==> src/rtl/decoder_pkg.sv <==
// Instruction field layout shared by the decoder and the encoder/loader.
package decoder_pkg;

  localparam int BRANCH_INSTRUCTION_OFFSET = 15;
  localparam int BRANCH_CONDITION_MSB      = 14;
  localparam int BRANCH_CONDITION_LSB      = 12;
  localparam int OPCODE_MSB                = 14;
  localparam int OPCODE_LSB                = 12;
  localparam int FUNCTION_MSB              = 11;
  localparam int FUNCTION_LSB              = 8;
  localparam int REG_ADDR_MSB              = 3;
  localparam int REG_ADDR_LSB              = 0;
  localparam int DATA_IMMEDIATE_MSB        = 7;
  localparam int DATA_IMMEDIATE_LSB        = 0;
  localparam int ADDRESS_IMMEDIATE_MSB     = 11;
  localparam int ADDRESS_IMMEDIATE_LSB     = 0;

  typedef enum logic [2:0] {
    OPCODE_ARITH_LOGIC     = 3'd0,
    OPCODE_ARITH_LOGIC_IMM = 3'd1,
    OPCODE_REG_MEMORY      = 3'd2,
    OPCODE_JUMP_IMM        = 3'd3,
    OPCODE_JUMP_REG        = 3'd4
  } opcode_e;

  typedef enum logic [3:0] {
    REG_MEM_SET   = 4'd0,
    REG_MEM_GET   = 4'd1,
    REG_MEM_LOAD  = 4'd2,
    REG_MEM_STORE = 4'd3
  } reg_mem_func_e;

  typedef enum logic [2:0] {
    BRANCH_ZERO      = 3'd0,
    BRANCH_NOT_ZERO  = 3'd1,
    BRANCH_CARRY     = 3'd2,
    BRANCH_NOT_CARRY = 3'd3,
    BRANCH_NEGATIVE  = 3'd4,
    BRANCH_POSITIVE  = 3'd5,
    BRANCH_OVERFLOW  = 3'd6,
    BRANCH_ALWAYS    = 3'd7
  } branch_condition_e;

endpackage

==> src/rtl/encoder_pkg.sv <==
// Types private to the instruction encoder/loader.
package encoder_pkg;

  typedef enum logic [1:0] {
    IDLE = 2'd0,
    RUN  = 2'd1,
    DONE = 2'd2
  } encoder_state_e;

endpackage

==> src/rtl/instruction_packer.sv <==
// Combinational field-set to instruction-word packer; unused fields are zero.
module instruction_packer
  import decoder_pkg::*;
#(
  parameter int INST_W         = 16,
  parameter int DATA_W         = 8,
  parameter int I_ADDR_W       = 12,
  parameter int REG_ADDR_WIDTH = 4
) (
  input  logic                      branch,
  input  branch_condition_e         branch_condition,
  input  opcode_e                   op,
  input  logic [3:0]                func,
  input  logic [REG_ADDR_WIDTH-1:0] reg_addr,
  input  logic [DATA_W-1:0]         data_immediate,
  input  logic [I_ADDR_W-1:0]       address_immediate,
  output logic [INST_W-1:0]         word
);

  always_comb begin
    word = '0;
    if (branch) begin
      word[BRANCH_INSTRUCTION_OFFSET]                          = 1'b1;
      word[BRANCH_CONDITION_MSB:BRANCH_CONDITION_LSB]          = branch_condition;
      word[ADDRESS_IMMEDIATE_MSB:ADDRESS_IMMEDIATE_LSB]        = address_immediate;
    end else begin
      word[OPCODE_MSB:OPCODE_LSB] = op;
      case (op)
        OPCODE_ARITH_LOGIC: begin
          word[FUNCTION_MSB:FUNCTION_LSB] = func;
          word[REG_ADDR_MSB:REG_ADDR_LSB] = reg_addr;
        end
        OPCODE_ARITH_LOGIC_IMM: begin
          word[FUNCTION_MSB:FUNCTION_LSB]             = func;
          word[DATA_IMMEDIATE_MSB:DATA_IMMEDIATE_LSB] = data_immediate;
        end
        OPCODE_REG_MEMORY: begin
          word[FUNCTION_MSB:FUNCTION_LSB] = func;
          // SET carries an immediate; the other reg/mem functions name a register
          if (func == REG_MEM_SET)
            word[DATA_IMMEDIATE_MSB:DATA_IMMEDIATE_LSB] = data_immediate;
          else
            word[REG_ADDR_MSB:REG_ADDR_LSB] = reg_addr;
        end
        OPCODE_JUMP_IMM:
          word[ADDRESS_IMMEDIATE_MSB:ADDRESS_IMMEDIATE_LSB] = address_immediate;
        OPCODE_JUMP_REG:
          word[FUNCTION_MSB:FUNCTION_LSB] = func;
        default: ;
      endcase
    end
  end

endmodule

==> src/rtl/instruction_encoder.sv <==
// Sequential instruction encoder/loader: packs accepted field sets and writes them to imem.
// Define INSTRUCTION_ENCODER_CHECK_EN to drop illegal field sets and raise the sticky error flag.
module instruction_encoder
  import decoder_pkg::*;
  import encoder_pkg::*;
#(
  parameter int INST_W         = 16,
  parameter int DATA_W         = 8,
  parameter int I_ADDR_W       = 12,
  parameter int REG_ADDR_WIDTH = 4
) (
  input  logic                      clk,
  input  logic                      rst_n,
  input  logic                      start,
  input  logic [I_ADDR_W-1:0]       base_address,
  input  logic [I_ADDR_W-1:0]       count,
  input  logic                      in_valid,
  output logic                      in_ready,
  input  logic                      in_branch,
  input  branch_condition_e         in_branch_condition,
  input  opcode_e                   in_op,
  input  logic [3:0]                in_function,
  input  logic [REG_ADDR_WIDTH-1:0] in_reg_addr,
  input  logic [DATA_W-1:0]         in_data_immediate,
  input  logic [I_ADDR_W-1:0]       in_address_immediate,
  output logic                      imem_write_enable,
  output logic [I_ADDR_W-1:0]       imem_address,
  output logic [INST_W-1:0]         imem_write_data,
  output logic                      busy,
  output logic                      done,
  output logic                      error,
  output logic [I_ADDR_W-1:0]       loaded_count
);

  encoder_state_e      state;
  logic [I_ADDR_W-1:0] pointer;
  logic [I_ADDR_W-1:0] remaining;
  logic [INST_W-1:0]   word;
  logic                illegal;
  logic                accept;

  assign accept = (state == RUN) && in_ready && in_valid;

  instruction_packer #(
    .INST_W         (INST_W),
    .DATA_W         (DATA_W),
    .I_ADDR_W       (I_ADDR_W),
    .REG_ADDR_WIDTH (REG_ADDR_WIDTH)
  ) u_packer (
    .branch            (in_branch),
    .branch_condition  (in_branch_condition),
    .op                (in_op),
    .func              (in_function),
    .reg_addr          (in_reg_addr),
    .data_immediate    (in_data_immediate),
    .address_immediate (in_address_immediate),
    .word              (word)
  );

`ifdef INSTRUCTION_ENCODER_CHECK_EN
  logic reg_used;
  logic data_used;
  logic op_valid;

  always_comb begin
    reg_used  = 1'b0;
    data_used = 1'b0;
    op_valid  = 1'b1;
    if (!in_branch) begin
      case (in_op)
        OPCODE_ARITH_LOGIC:     reg_used  = 1'b1;
        OPCODE_ARITH_LOGIC_IMM: data_used = 1'b1;
        OPCODE_REG_MEMORY:
          if (in_function == REG_MEM_SET) data_used = 1'b1;
          else                             reg_used  = 1'b1;
        OPCODE_JUMP_IMM, OPCODE_JUMP_REG: ;
        default:                op_valid  = 1'b0;
      endcase
    end
  end

  assign illegal = !op_valid
                || (!reg_used  && (in_reg_addr != '0))
                || (!data_used && (in_data_immediate != '0));
`else
  assign illegal = 1'b0;
`endif

  always_ff @(posedge clk or negedge rst_n) begin
    if (!rst_n) begin
      state             <= IDLE;
      pointer           <= '0;
      remaining         <= '0;
      in_ready          <= 1'b0;
      imem_write_enable <= 1'b0;
      imem_address      <= '0;
      imem_write_data   <= '0;
      busy              <= 1'b0;
      done              <= 1'b0;
      error             <= 1'b0;
      loaded_count      <= '0;
    end else begin
      imem_write_enable <= 1'b0;
      done              <= 1'b0;
      case (state)
        IDLE: begin
          if (start) begin
            pointer      <= base_address;
            remaining    <= count;
            loaded_count <= '0;
            error        <= 1'b0;
            if (count == '0) begin
              state <= DONE;
              done  <= 1'b1;
            end else begin
              state    <= RUN;
              busy     <= 1'b1;
              in_ready <= 1'b1;
            end
          end
        end
        RUN: begin
          if (accept) begin
            // an illegal set still consumes its address slot
            remaining         <= remaining - 1'b1;
            pointer           <= pointer + 1'b1;
            imem_write_enable <= !illegal;
            imem_address      <= pointer;
            imem_write_data   <= word;
            if (illegal) error <= 1'b1;
            else         loaded_count <= loaded_count + 1'b1;
            if (remaining == I_ADDR_W'(1)) begin
              state    <= DONE;
              done     <= 1'b1;
              busy     <= 1'b0;
              in_ready <= 1'b0;
            end
          end
        end
        DONE:    state <= IDLE;
        default: state <= IDLE;
      endcase
    end
  end

endmodule

==> config.mk <==
export PLATFORM = sky130hd
export DESIGN_NAME = instruction_encoder
export DESIGN_NICKNAME = d
export VERILOG_FILES = /design/src/rtl/decoder_pkg.sv /design/src/rtl/encoder_pkg.sv /design/src/rtl/instruction_packer.sv /design/src/rtl/instruction_encoder.sv
export SDC_FILE = /design/constraint.sdc
export NUM_CORES = 1
export LEC_CHECK = 0
export BUFFER_PORTS_ARGS = -buffer_cell sky130_fd_sc_hd__buf_2
export CORE_MARGIN = 3
export CORE_UTILIZATION = 55
export CTS_CLUSTER_DIAMETER = 50
export DETAILED_ROUTE_END_ITERATION = 7
export PLACE_DENSITY = 0.85
export SYNTH_ARGS = -nofsm -noshare
export SYNTH_HDL_FRONTEND = slang
export SYNTH_SLANG_ARGS = --single-unit
==> constraint.sdc <==
create_clock -name clk -period 3.9 [get_ports clk]
set_clock_uncertainty 0.05 [all_clocks]
set_input_delay 0.195 -clock clk [delete_from_list [all_inputs] [get_ports clk]]
set_output_delay 0.195 -clock clk [all_outputs]
set_load 0.03 [all_outputs]
; Word level (Yosys, flattened, before mapping)
; Cells that the tools add are included.
[classes]
n_addsub = 3
eq_ne = 10
reduce_logical = 12
muxes = 33
[ops]
columns = cell, n
row1 = $mux W12, 6
row2 = $pmux W12 S2, 3
row3 = $add A12 B1 Y12 const B, 2
row4 = $pmux W4 S4, 1
row5 = $mux W15, 1
row6 = $eq A12 B1 Y1 const B, 1
row7 = $logic_not A12 Y1, 1
row8 = $pmux W4 S3, 1
row9 = $sub A12 B1 Y12 const B, 1
row10 = $mux W1, 11
row11 = $mux W2, 4
row12 = $mux W4, 2
row13 = $pmux W4 S2, 1
row14 = $eq A3 B2 Y1 const B, 2
row15 = $ne A2 B2 Y1 const B, 3
row16 = $reduce_and A3 Y1, 2
row17 = $reduce_and A5 Y1, 1
row18 = $logic_not A4 Y1, 1
row19 = $pmux W1 S2, 2
row20 = $pmux W2 S2, 1
row21 = $reduce_or A4 Y1, 1
row22 = $eq A3 B1 Y1 const B, 1
row23 = $eq A3 B3 Y1 const B, 1
row24 = $logic_not A3 Y1, 1
row25 = 6 further kinds, 7
[word_totals]
word_cells = 67
inputBits = 63
out_inout_bits = 45
regBits = 69

; Depth between registers and ports, before layout
; Gate-level depths: netlist of the first run.
[depth]
ltp_word = 5
depth_mapped = 6
mapped_depth_nobuf = 6

; Modules after synthesis
; From an unflattened synthesis of the first run, not the netlist that was laid out.
[unflattened]
hier_cells = 419
hier_area_um2 = 3656.0
[by_module_without_submodules]
columns = mod, area_per_inst_um2, seq_area_each_um2, n_inst, cells_each
row1 = instruction_encoder, 3368.2, 1726.7, 1, 379
row2 = instruction_packer, 287.8, 0.0, 1, 40

; Least setup slack after synthesis of the first run
; No wires, ideal clock.
[synth_timing]
path_type = reg2reg
from = register remaining[6]
to = register remaining[11]
t_arrival_ns = 1.745
stages_incl_launch_ff = 5
setup_time_ns = 0.094
t_required_ns = 3.756
synth_period_minus_slack_ns = 1.889
path_slack_ns = 2.011
path_buffers = 0
cell_sequence = dfrtp_1 or4_4 or3_4 o31a_1 a211oi_1
[synth_via]
elab_chain_cells = 3
[synth_rtl]
columns = item, line
row1 = "start, declared", instruction_encoder.sv:37  ; logic [I_ADDR_W-1:0] remaining;
row2 = "start signal, assigned", instruction_encoder.sv:109  ; remaining <= count;
row3 = "start signal, assigned", instruction_encoder.sv:125  ; remaining <= remaining - 1'b1;
row4 = $sub A12 B1 Y12, instruction_encoder.sv:125
row5 = $mux W12, instruction_encoder.sv:123  ; if (accept) begin
row6 = $pmux W12 S2, instruction_encoder.sv:105  ; case (state)
; No other way between the ends. The select of a mux whose other input is x is not followed.
; A chain may end at the register's enable or synchronous reset.

; Worst setup path in the final report of the first run
[layout_timing]
from = register state[0]
to = register pointer[8]
[layout_via]
elab_chain_cells = 5
word_cells_on_any_way = 9
cone_classes = 3 x eq/ne / 1 x mux / 5 x reduce/logical
[layout_rtl]
columns = item, line
row1 = "start, declared", instruction_encoder.sv:35  ; encoder_state_e state;
row2 = "start signal, assigned", instruction_encoder.sv:91  ; state <= IDLE;
row3 = "start signal, assigned", instruction_encoder.sv:113  ; state <= DONE;
row4 = "start signal, assigned", instruction_encoder.sv:116  ; state <= RUN;
row5 = $eq A2 B1 Y1, "instruction_encoder.sv:42, instruction_encoder.sv:105"
row6 = $logic_and A1 B1 Y1 (2 in a row), instruction_encoder.sv:42  ; assign accept = (state == RUN) && in_ready && in_valid;
row7 = $ne A2 B2 Y1 (no source line), n/a
row8 = $reduce_and A3 Y1 (no source line), n/a
row9 = "end signal, assigned", instruction_encoder.sv:108  ; pointer <= base_address;
row10 = "end signal, assigned", instruction_encoder.sv:126  ; pointer <= pointer + 1'b1;
row11 = "end, declared", instruction_encoder.sv:36  ; logic [I_ADDR_W-1:0] pointer;
; Several ways; a longest one is shown, not always the timed one.

==> results.sh, run 1 <==
export IMPL_synth_compound_area_share_pct=20.5
export IMPL_ir_worst_vdd_mv=0.500
export IMPL_cts_resized_gates=0
export IMPL_synthCells=419
export IMPL_synth_mux_area_share_pct=2.46
export IMPL_routed_wl_mm=9.01
export IMPL_hpwl_mm=6.45
export IMPL_postLayoutCellArea_sq_um=4390
export IMPL_cpMostUsedCell="buf_4"
export IMPL_num_fill_cells=533
export IMPL_status="finished, final reports clean"
export IMPL_dr_pass1_iters=5
export IMPL_avgRoutedWirePerCell_microns=15.1
export IMPL_synth_edf_count=0
export IMPL_slew_viol_final=0
export IMPL_worstPathRequired_ps=4100
export IMPL_seq_area_frac_synth_pct=47.1
export IMPL_drc_errors=0
export IMPL_vias=3533
export IMPL_start_util_pct=57.1
export IMPL_hold_viol=0
export IMPL_arrival_ps=2690
export IMPL_regArea_sq_um=1730
export IMPL_cts_tree="yes"
export IMPL_grt_start_max_net_pins=48
export IMPL_cts_buffers=9
export IMPL_max_freq_ghz=0.402
export IMPL_syn_nets=486
export IMPL_cts_sinks=69
export IMPL_synth_area_sq_um=3670
export IMPL_ioPinCount=108
export IMPL_tns_ps=0
export IMPL_yosys_area_share_adder_pct=1.64
export IMPL_grt_usage_pct=24.1
export IMPL_gp_congestion=0.856
export IMPL_dr_first_iter_drc_count=305
export IMPL_final_common_cell="buf_2"
export IMPL_path_cells="nand4b_1 -> buf_4 -> inv_1 -> buf_4 -> nor2_1 -> buf_4 -> o21ai_0 -> o21ai_0"
export IMPL_period_minus_slack_ps=2490
export IMPL_port_buffers=106
export IMPL_setup_viol_count_final=0
export IMPL_die_area_sq_um=7680
export IMPL_synth_top_family_by_area="simple AND/OR/NAND/NOR gates"
export IMPL_min_period_over_period_pct=63.8
export IMPL_rsz0062_at_grt="no"
export IMPL_clk_latency_ps=330
export IMPL_tightest_slew_ps=1160
export IMPL_drv_cap=0
export IMPL_dieWidth_microns=87.6
export IMPL_grt_pass1_wl_mm=14.9
export IMPL_p_leak_nw=2.06
export IMPL_path_class="reg2reg"
export IMPL_final_cell_mix="buf_2, dfrtp_1, nand2_1"
export IMPL_ys_warn_count=0
export IMPL_n_antenna_cell=0
export IMPL_row_count=29
export IMPL_startpoint_type="flip-flop"
export IMPL_htreeDepth=3
export IMPL_nets=581
export IMPL_synth_cell_type_count=54
export IMPL_postPlaceCellArea_sq_um=4210
export IMPL_crit_path_max_fanout=47
export IMPL_antenna_found_initial=0
export IMPL_avgSynthCellArea_sq_um=8.75
export IMPL_clk_pin_slew_ps=70
export IMPL_root_buffer="clkbuf_8"
export IMPL_hold_class="in2reg"
export IMPL_holdWs_ps=57.9
export IMPL_synth_xor_area_share_pct=2.39
export IMPL_ys_ff_latch=69
export IMPL_chipHeight_microns=87.6
export IMPL_multi_input_comb_area_sq_um=1770
export IMPL_ys_flop_type="dfrtp_1"
export IMPL_avgViaCountPerCell=5.94
export IMPL_max_stage_delay_ps=590
export IMPL_grt_pass1_vias=3251
export IMPL_ant_nets=0
export IMPL_cts_buffer_depth=2
export IMPL_synthArstFlopShare_pct=100
export IMPL_area_delta_synth_final_pct=19.9
export IMPL_fin_cells=595
export IMPL_relSlewSlack_pct=22.2
export IMPL_grt_ovfl_total=0
export IMPL_layout_drive_gt1_share_pct=25.1
export IMPL_dp_cells=579
export IMPL_synth_simple_gate_area_share_pct=21.2
export IMPL_end_kind="flip-flop"
export IMPL_coreArea_sq_um=6420
export IMPL_critPathSlowestCell="nor2_1"
export IMPL_p_per_area_nw_per_um2=749
## cell usage after synthesis, types with 3 or more instances
cell type	count	area, sq um
dfrtp_1	69	1730
nand2_1	67	251
nor2_1	45	169
o21ai_0	33	165
a21oi_1	32	160
clkbuf_1	22	82.6
nand3_1	12	60.1
mux2i_1	9	90.1
nor4_1	9	56.3
o22ai_1	9	56.3
inv_1	8	30.0
xnor2_1	8	70.1
nor3_1	7	35.0
a211oi_1	5	37.5
nor2b_1	5	31.3
a2111oi_0	4	35.0
a221oi_1	4	35.0
ha_1	4	50.1
nor3b_1	4	30.0
o2bb2ai_1	4	35.0
o32ai_1	4	35.0
a32oi_1	3	26.3
and2_1	3	18.8
buf_2	3	15.0
nand4_1	3	18.8
o211ai_1	3	22.5
o21bai_1	3	22.5
o31ai_1	3	22.5
## cell families after synthesis
| logic type | Yosys count |
|---|---|
| xor gates and xnor gates | 10 |
| AOI/OAI and AO/OA | 119 |
| other | 1 |
| buffers and inverters | 38 |
| muxes | 9 |
| DFF | 69 |
| and+or+nand+nor | 168 |
| adders and majority gates | 5 |
## where the power goes
part	total (mW)	switching (mW)	leakage, nW	internal, mW
clock	0.527	0.247	0.0926	0.279
sequential	1.32	0.301	0.849	1.02
combinational	1.44	0.962	1.12	0.478
## state kept, by name, indices dropped and copies added (netlist names)
name	cells
busy	1
loaded_count	12
pointer	12
state	2
imem_address	12
imem_write_enable	1
done	1
imem_write_data	16
remaining	12
## worst paths after layout
| path | startpoint | to | slack (ps) | cells past startpoint |
|---|---|---|---|---|
| min reg2reg | imem_address[5]$_DFFE_PN0P_ | imem_address[5]$_DFFE_PN0P_ | 420 | 2 |
| max reg2reg | state[0]$_DFFE_PN0P_ | pointer[8]$_DFFE_PN0P_ | 1410 | 8 |
| max in group asynchronous | rst_n | pointer[3]$_DFFE_PN0P_ | 2400 | 3 |
| min | in_data_immediate[7] | imem_write_data[7]$_DFFE_PN0P_ | 60 | 3 |
| max | state[0]$_DFFE_PN0P_ | pointer[8]$_DFFE_PN0P_ | 1410 | 8 |
| min in group asynchronous | rst_n | remaining[4]$_DFFE_PN0P_ | 480 | 2 |
## area by class of cell
type / count / area share (%)
clock buffer: 14 / 3.93
tap: 77 / 2.19
clock inverter: 1 / 0.114
inverter: 8 / 0.683
timing repair buffer: 114 / 13.5
multi-input combinational: 312 / 40.3
sequential: 69 / 39.3
## routing by layer
metal	share of wire, %	vias up	track usage [%]	wire length (microns)
li1	-	1690	-	-
met1	44	1676	32.8	3970
met2	47	156	39.2	4270
met3	7.8	11	6.21	699
met4	0.81	0	5.02	73
met5	0	-	0	0
## worst max-delay path, delay by kind of cell, from the launching register on
kind	cells	cell delay, ps
buf+inv	4	1030
simple gates	2	710
flops	1	420
compound gates	2	180
## stage by stage
stage | total power [mW] | utilization (%) | setup slack [ps]
4_1_cts | 3.31 | 68.4 | 1410
3_3_place_gp | 2.72 | 65.5 | 1510
3_5_place_dp | 2.77 | 65.5 | 1420
6_report | 3.29 | 68.4 | 1410
2_1_floorplan | 2.33 | - | 2010
5_1_grt | 3.53 | 68.4 | 1120
## timing repair
| item | 4_1_cts | 5_1_grt |
|---|---|---|
| hold buffers | 1 | 0 |
| hold endpoints to repair | 41 | 0 |
| setup buffers | 0 | 0 |
(Power assumes the default switching activity.)
==> run 2, diff against run 1 <==
--- a/config.mk
+++ b/config.mk
@@ -5,12 +5,13 @@
 export SDC_FILE = /design/constraint.sdc
 export NUM_CORES = 1
 export LEC_CHECK = 0
+export ABC_AREA = 1
 export BUFFER_PORTS_ARGS = -buffer_cell sky130_fd_sc_hd__buf_2
 export CORE_MARGIN = 3
-export CORE_UTILIZATION = 55
+export CORE_UTILIZATION = 53
 export CTS_CLUSTER_DIAMETER = 50
 export DETAILED_ROUTE_END_ITERATION = 7
-export PLACE_DENSITY = 0.85
+export PLACE_DENSITY = 0.82
 export SYNTH_ARGS = -nofsm -noshare
 export SYNTH_HDL_FRONTEND = slang
 export SYNTH_SLANG_ARGS = --single-unit
==> constraint.sdc (replaced) <==
create_clock -name clk -period 2.35 [get_ports clk]
set_clock_uncertainty 0.05 [all_clocks]
set_input_delay 0.1175 -clock clk [delete_from_list [all_inputs] [get_ports clk]]
set_output_delay 0.1175 -clock clk [all_outputs]
set_load 0.03 [all_outputs]
==> run 2 against run 1 <==
- critical path depth grew 1
- largest power group unchanged
- clock power up 140%
- first-iteration DRC count decreased by 18%
- highest routed layer unchanged
- sequential power rose by 54%
==> results.sh, run 2 <==
export IMPL_status="finished, final reports clean"
export IMPL_avgViaCountPerCell=5.23
export IMPL_synthArstFlopShare_pct=100
export IMPL_comb_power_share_pct=46.0
export IMPL_drc_errors=0
export IMPL_regArea_sq_um=1730
export IMPL_ir_worst_vdd_mv=0.589
export IMPL_dp_cells=750
export IMPL_synth_top_cells_by_count="nand2_1, nor2_1, dfrtp_1"
export IMPL_synth_top_area_cell="dfrtp_1"
export IMPL_ys_flop_type="dfrtp_1"
export IMPL_grt_start_max_net_pins=70
export IMPL_port_buffers=106
export IMPL_final_common_cell="nand2_1"
export IMPL_cts_sinks=69
export IMPL_grt_pass1_wl_mm=17.0
export IMPL_cts_tree="yes"
export IMPL_cts_setup_buffers=0
export IMPL_nets=747
export IMPL_antenna_found_initial=0
export IMPL_synth_top_cell_area_share_pct=44.2
export IMPL_place_ws_ps=467
export IMPL_path_cells="inv_1 -> nand2_2 -> nor2_1 -> buf_4 -> nand2_1 -> nand2_1 -> nand2_1 -> nand3_1 -> dlygate4sd3_1"
export IMPL_critPathTopFamily="buffers and inverters"
export IMPL_postPlaceCellArea_sq_um=4510
export IMPL_grt_usage_pct=24.6
export IMPL_synth_cell_type_count=32
export IMPL_start_util_pct=56.0
export IMPL_htreeDepth=3
export IMPL_arrival_ps=2350
export IMPL_setup_viol_count_final=0
export IMPL_postLayoutCellArea_sq_um=4920
export IMPL_cts_buffer_depth=2
export IMPL_synthCells=561
export IMPL_final_cell_mix="nand2_1, buf_2, nor2_1"
export IMPL_synth_edf_count=0
export IMPL_dr_first_iter_drc_count=251
export IMPL_power_internal_mw=3.31
export IMPL_syn_nets=628
export IMPL_multi_input_comb_area_sq_um=1850
export IMPL_die_area_sq_um=8440
export IMPL_hold_viol=0
export IMPL_root_buffer="clkbuf_8"
export IMPL_min_period_over_period_pct=90.1
export IMPL_dieWidth_microns=91.9
export IMPL_fin_cells=781
export IMPL_ant_nets=0
export IMPL_grt_ovfl_total=0
export IMPL_drv_cap=0
export IMPL_clk_latency_ps=340
export IMPL_clk_pin_slew_ps=80
export IMPL_p_sw_mw=2.73
export IMPL_startpoint_type="flip-flop"
export IMPL_seq_power_share_pct=33.5
export IMPL_gp_congestion=0.876
export IMPL_area_delta_synth_final_pct=25.9
export IMPL_hpwl_mm=7.22
export IMPL_rrSetupSlack_ps=230
export IMPL_path_class="reg2reg"
export IMPL_max_stage_delay_ps=540
export IMPL_setup_ws_ps=232
export IMPL_avgSynthCellArea_sq_um=6.97
export IMPL_rsz0062_at_grt="no"
export IMPL_cp_num_buf_inv=3
export IMPL_crit_path_max_fanout=21
export IMPL_end_kind="flip-flop"
export IMPL_largest_reg_flops=16
export IMPL_ys_ff_latch=69
export IMPL_num_fill_cells=615
export IMPL_p_leak_nw=2.65
export IMPL_worstPathRequired_ps=2580
export IMPL_row_count=30
export IMPL_ys_warn_count=0
export IMPL_routed_wl_mm=10.3
export IMPL_cpMostUsedCell="nand2_1"
export IMPL_power_mw=6.04
export IMPL_tns_ps=0
export IMPL_cts_buffers=9
export IMPL_n_antenna_cell=0
export IMPL_max_freq_ghz=0.472
export IMPL_clkPwrFrac_pct=20.5
export IMPL_top_register="imem_write_data"
export IMPL_seq_area_frac_synth_pct=44.2
export IMPL_chipHeight_microns=91.9
export IMPL_dr_pass1_iters=5
export IMPL_critPathSlowestCell="dlygate4sd3_1"
export IMPL_slew_viol_final=0
export IMPL_layout_drive_gt1_share_pct=20.9
export IMPL_ioPinCount=108
export IMPL_period_minus_slack_ps=2120
export IMPL_grt_pass1_vias=3836
export IMPL_vias=4081
export IMPL_avgRoutedWirePerCell_microns=13.1
export IMPL_post_synth_top_count_cell="nand2_1"
export IMPL_coreArea_sq_um=6980
export IMPL_synth_area_top_cells="dfrtp_1, nand2_1, nor2_1"
export IMPL_finalCoreUtilization_pct=70.5
export IMPL_synth_area_sq_um=3910
export IMPL_holdWs_ps=11.7
export IMPL_hold_class="in2reg"
export IMPL_p_per_area_nw_per_um2=1230
export IMPL_swShare_pct=45.2
## run 2: cell types whose count changed after synthesis, sizes merged, moves of 10 or more
cell    change
a21oi      -10
inv        +50
nand2     +118
nand3      +36
clkbuf     -17
nor2       +27
o21ai      +11
## run 2: what timing repair did
| action | in CTS | in global routing |
|---|---|---|
| hold buffers | 15 | 0 |
| endpoints found under the hold margin | 79 | 0 |
| endpoints found under the setup margin | 0 | 1 |
| gates resized for setup | 0 | 1 |
## run 2: cell families after synthesis
| group | after synthesis | synth area share [%] |
|---|---|---|
| flip-flops | 69 | 44.2 |
| other | 1 | 0.0960 |
| AO/OA/AOI/OAI | 80 | 11.0 |
| adder cells (fa/ha/maj) | 4 | 1.28 |
| buffers and inverters | 79 | 8.55 |
| AND/OR/NAND/NOR | 328 | 34.9 |
## run 2: per-layer routing
layer | up-vias | wire length, microns | track usage (%)
met5 | - | 0 | 0
met4 | 0 | 159 | 7.92
met3 | 15 | 730 | 5.91
met2 | 152 | 4840 | 39.7
met1 | 1887 | 4540 | 32.7
li1 | 2027 | - | -
## run 2: worst min-delay path, cell delays in order
cell     delay (ps)
buf_2            70
a21oi_1          50
a21oi_1         120
## run 2: worst paths after layout
kind,start,end,cells past startpoint
max,state[1]$_DFFE_PN0P_,imem_write_data[6]$_DFFE_PN0P_,9
min,in_address_immediate[11],imem_write_data[11]$_DFFE_PN0P_,3
max reg2reg,state[1]$_DFFE_PN0P_,imem_write_data[6]$_DFFE_PN0P_,9
min reg2reg,imem_address[1]$_DFFE_PN0P_,imem_address[1]$_DFFE_PN0P_,2
max in group asynchronous,rst_n,imem_write_data[5]$_DFFE_PN0P_,3
min in group asynchronous,rst_n,imem_address[10]$_DFFE_PN0P_,3
## run 2: area by class of cell
class,instances,share of cell area [%]
multi-input cells,413,37.6
flip-flops and latches,69,35.1
repair buffers,128,15.2
inverters,59,4.50
clock buffers,11,3.08
well taps,96,2.44
clock inverters,5,2.16
## run 2: power by group through the flow
stage	Clock (mW)	Combinational, mW	Sequential [mW]
floorplan	0	1.44	2.55
global placement	0	2.63	2.02
detailed placement	0	2.72	2.04
CTS	1.26	2.78	2.02
global route	1.31	3.08	2.10
finish	1.24	2.78	2.03
==> run 3, diff against run 2 <==
--- a/config.mk
+++ b/config.mk
@@ -8,10 +8,10 @@
 export ABC_AREA = 1
 export BUFFER_PORTS_ARGS = -buffer_cell sky130_fd_sc_hd__buf_2
 export CORE_MARGIN = 3
-export CORE_UTILIZATION = 53
+export CORE_UTILIZATION = 37
 export CTS_CLUSTER_DIAMETER = 50
 export DETAILED_ROUTE_END_ITERATION = 7
-export PLACE_DENSITY = 0.82
+export PLACE_DENSITY = 0.61
 export SYNTH_ARGS = -nofsm -noshare
 export SYNTH_HDL_FRONTEND = slang
 export SYNTH_SLANG_ARGS = --single-unit
==> run 3 against run 2 <==
- register-to-register slack is essentially flat
- final cell count is 4.9% higher
- first-iteration DRC count fell by 12%
- routed wire length up 3.6%
- global-route usage fell by 6.0 points
==> results.sh, run 3 (synthesized netlist as in run 2, its figures left out) <==
export IMPL_status="finished, final reports clean"
export IMPL_layout_drive_gt1_share_pct=20.6
export IMPL_grt_pass1_wl_mm=17.5
export IMPL_period_minus_slack_ps=2130
export IMPL_ir_worst_vdd_mv=0.447
export IMPL_crit_path_max_fanout=21
export IMPL_slew_viol_final=0
export IMPL_dr_pass1_iters=5
export IMPL_die_area_sq_um=11800
export IMPL_arrival_ps=2350
export IMPL_cts_setup_buffers=0
export IMPL_nets=748
export IMPL_startpoint_type="flip-flop"
export IMPL_endpoint="imem_write_data[13]$_DFFE_PN0P_"
export IMPL_row_count=36
export IMPL_clk_pin_slew_ps=70
export IMPL_end_kind="flip-flop"
export IMPL_r2r_start="state[1]$_DFFE_PN0P_"
export IMPL_avgViaCountPerCell=4.87
export IMPL_path_class="reg2reg"
export IMPL_n_antenna_cell=0
export IMPL_grt_usage_pct=18.6
export IMPL_routed_wl_mm=10.6
export IMPL_ff2ff_path_depth=7
export IMPL_dr_first_iter_drc_count=222
export IMPL_min_period_over_period_pct=90.5
export IMPL_chipHeight_microns=109
export IMPL_holdWs_ps=7.95
export IMPL_cts_sinks=69
export IMPL_coreArea_sq_um=10000
export IMPL_largest_reg_flops=16
export IMPL_cts_buffer_depth=2
export IMPL_drc_errors=0
export IMPL_tns_ps=0
export IMPL_root_buffer="clkbuf_8"
export IMPL_worstPathRequired_ps=2580
export IMPL_cts_tree="yes"
export IMPL_rrSetupSlack_ps=220
export IMPL_antenna_found_initial=0
export IMPL_final_cell_mix="nand2_1, buf_2, nor2_1"
export IMPL_grt_ovfl_total=0
export IMPL_cts_buffers=9
export IMPL_rsz0062_at_grt="no"
export IMPL_clk_latency_ps=340
export IMPL_hold_class="in2reg"
export IMPL_grt_pass1_vias=3772
export IMPL_final_common_cell="nand2_1"
export IMPL_max_freq_ghz=0.470
export IMPL_htreeDepth=3
export IMPL_drv_cap=0
export IMPL_p_per_area_nw_per_um2=1190
export IMPL_ant_nets=0
export IMPL_top_register="imem_write_data"
export IMPL_avgRoutedWirePerCell_microns=13.0
export IMPL_ioPinCount=108
export IMPL_critPathLaunch="state[1]$_DFFE_PN0P_"
export IMPL_vias=3990
export IMPL_grt_start_max_net_pins=70
export IMPL_p_leak_nw=2.65
export IMPL_setup_viol_count_final=0
export IMPL_start_util_pct=39.1
export IMPL_port_buffers=106
export IMPL_hpwl_mm=7.62
export IMPL_area_delta_synth_final_pct=26.8
export IMPL_dieWidth_microns=109
export IMPL_hold_viol=0
export IMPL_r2r_end="imem_write_data[13]$_DFFE_PN0P_"
export IMPL_gp_congestion=0.867
==> run 3: how the worst min path moves through the flow <==
stage / startpoint / depth (start not counted) / slack (ps) / to
after detailed placement: rst_n / 2 / 130 / imem_write_data[6]$_DFFE_PN0P_
after floorplan: rst_n / 0 / -230 / busy$_DFFE_PN0P_
after CTS: in_data_immediate[6] / 3 / 1 / imem_write_data[6]$_DFFE_PN0P_
after global placement: rst_n / 2 / 130 / imem_address[6]$_DFFE_PN0P_
after global routing: in_function[3] / 3 / 10 / imem_write_data[11]$_DFFE_PN0P_
final: in_data_immediate[6] / 3 / 8 / imem_write_data[6]$_DFFE_PN0P_
==> run 3: stage by stage <==
step                      instances  worst slack (ps)  utilization (%)  power (mW)  instance area, sq um
after global routing            819              84.2             49.5        6.43                  4950
final                           819               223             49.5        5.90                  4950
after CTS                       819               221             49.5        5.96                  4950
after global placement          787               601             45.7        4.73                  4570
after floorplan                 561               903                -        3.99                  3910
after detailed placement        787               549             45.7        4.78                  4570
==> run 3: where the power goes <==
| part | total (mW) | internal (mW) | switching, mW |
|---|---|---|---|
| combinational | 2.77 | 0.885 | 1.88 |
| clock | 1.10 | 0.653 | 0.450 |
| sequential | 2.03 | 1.68 | 0.351 |
| total | 5.90 | 3.21 | 2.68 |
==> run 3: timing repair <==
item	in CTS	in global routing
hold buffers	16	0
resized for setup	0	0
endpoints found under the hold margin	80	0
==> run 3: critical path, stage by stage, from the launching register on <==
cell and delay (ps):
dfrtp_1 420, inv_1 70, nand2_1 200, nor2_1 250, buf_4 300, nor2_1 60, a31oi_1 140, dlygate4sd3_1 570
==> run 3: metal layers <==
| layer | part of all wire, % | GRT usage (%) |
|---|---|---|
| met3 | 6.3 | 3.73 |
| met5 | 0 | 0 |
| met1 | 47 | 25.5 |
| met2 | 45 | 29.5 |
| met4 | 0.86 | 5.95 |
==> run 3: layout make-up <==
class                   instances  area [sq um]
flip-flops and latches         69          1730
repair buffers                129           768
clock inverters                 4          70.1
inverters                      59           221
clock buffers                  12           155
well taps                     133           166
fillers                      1006          5040
multi-input cells             413          1850
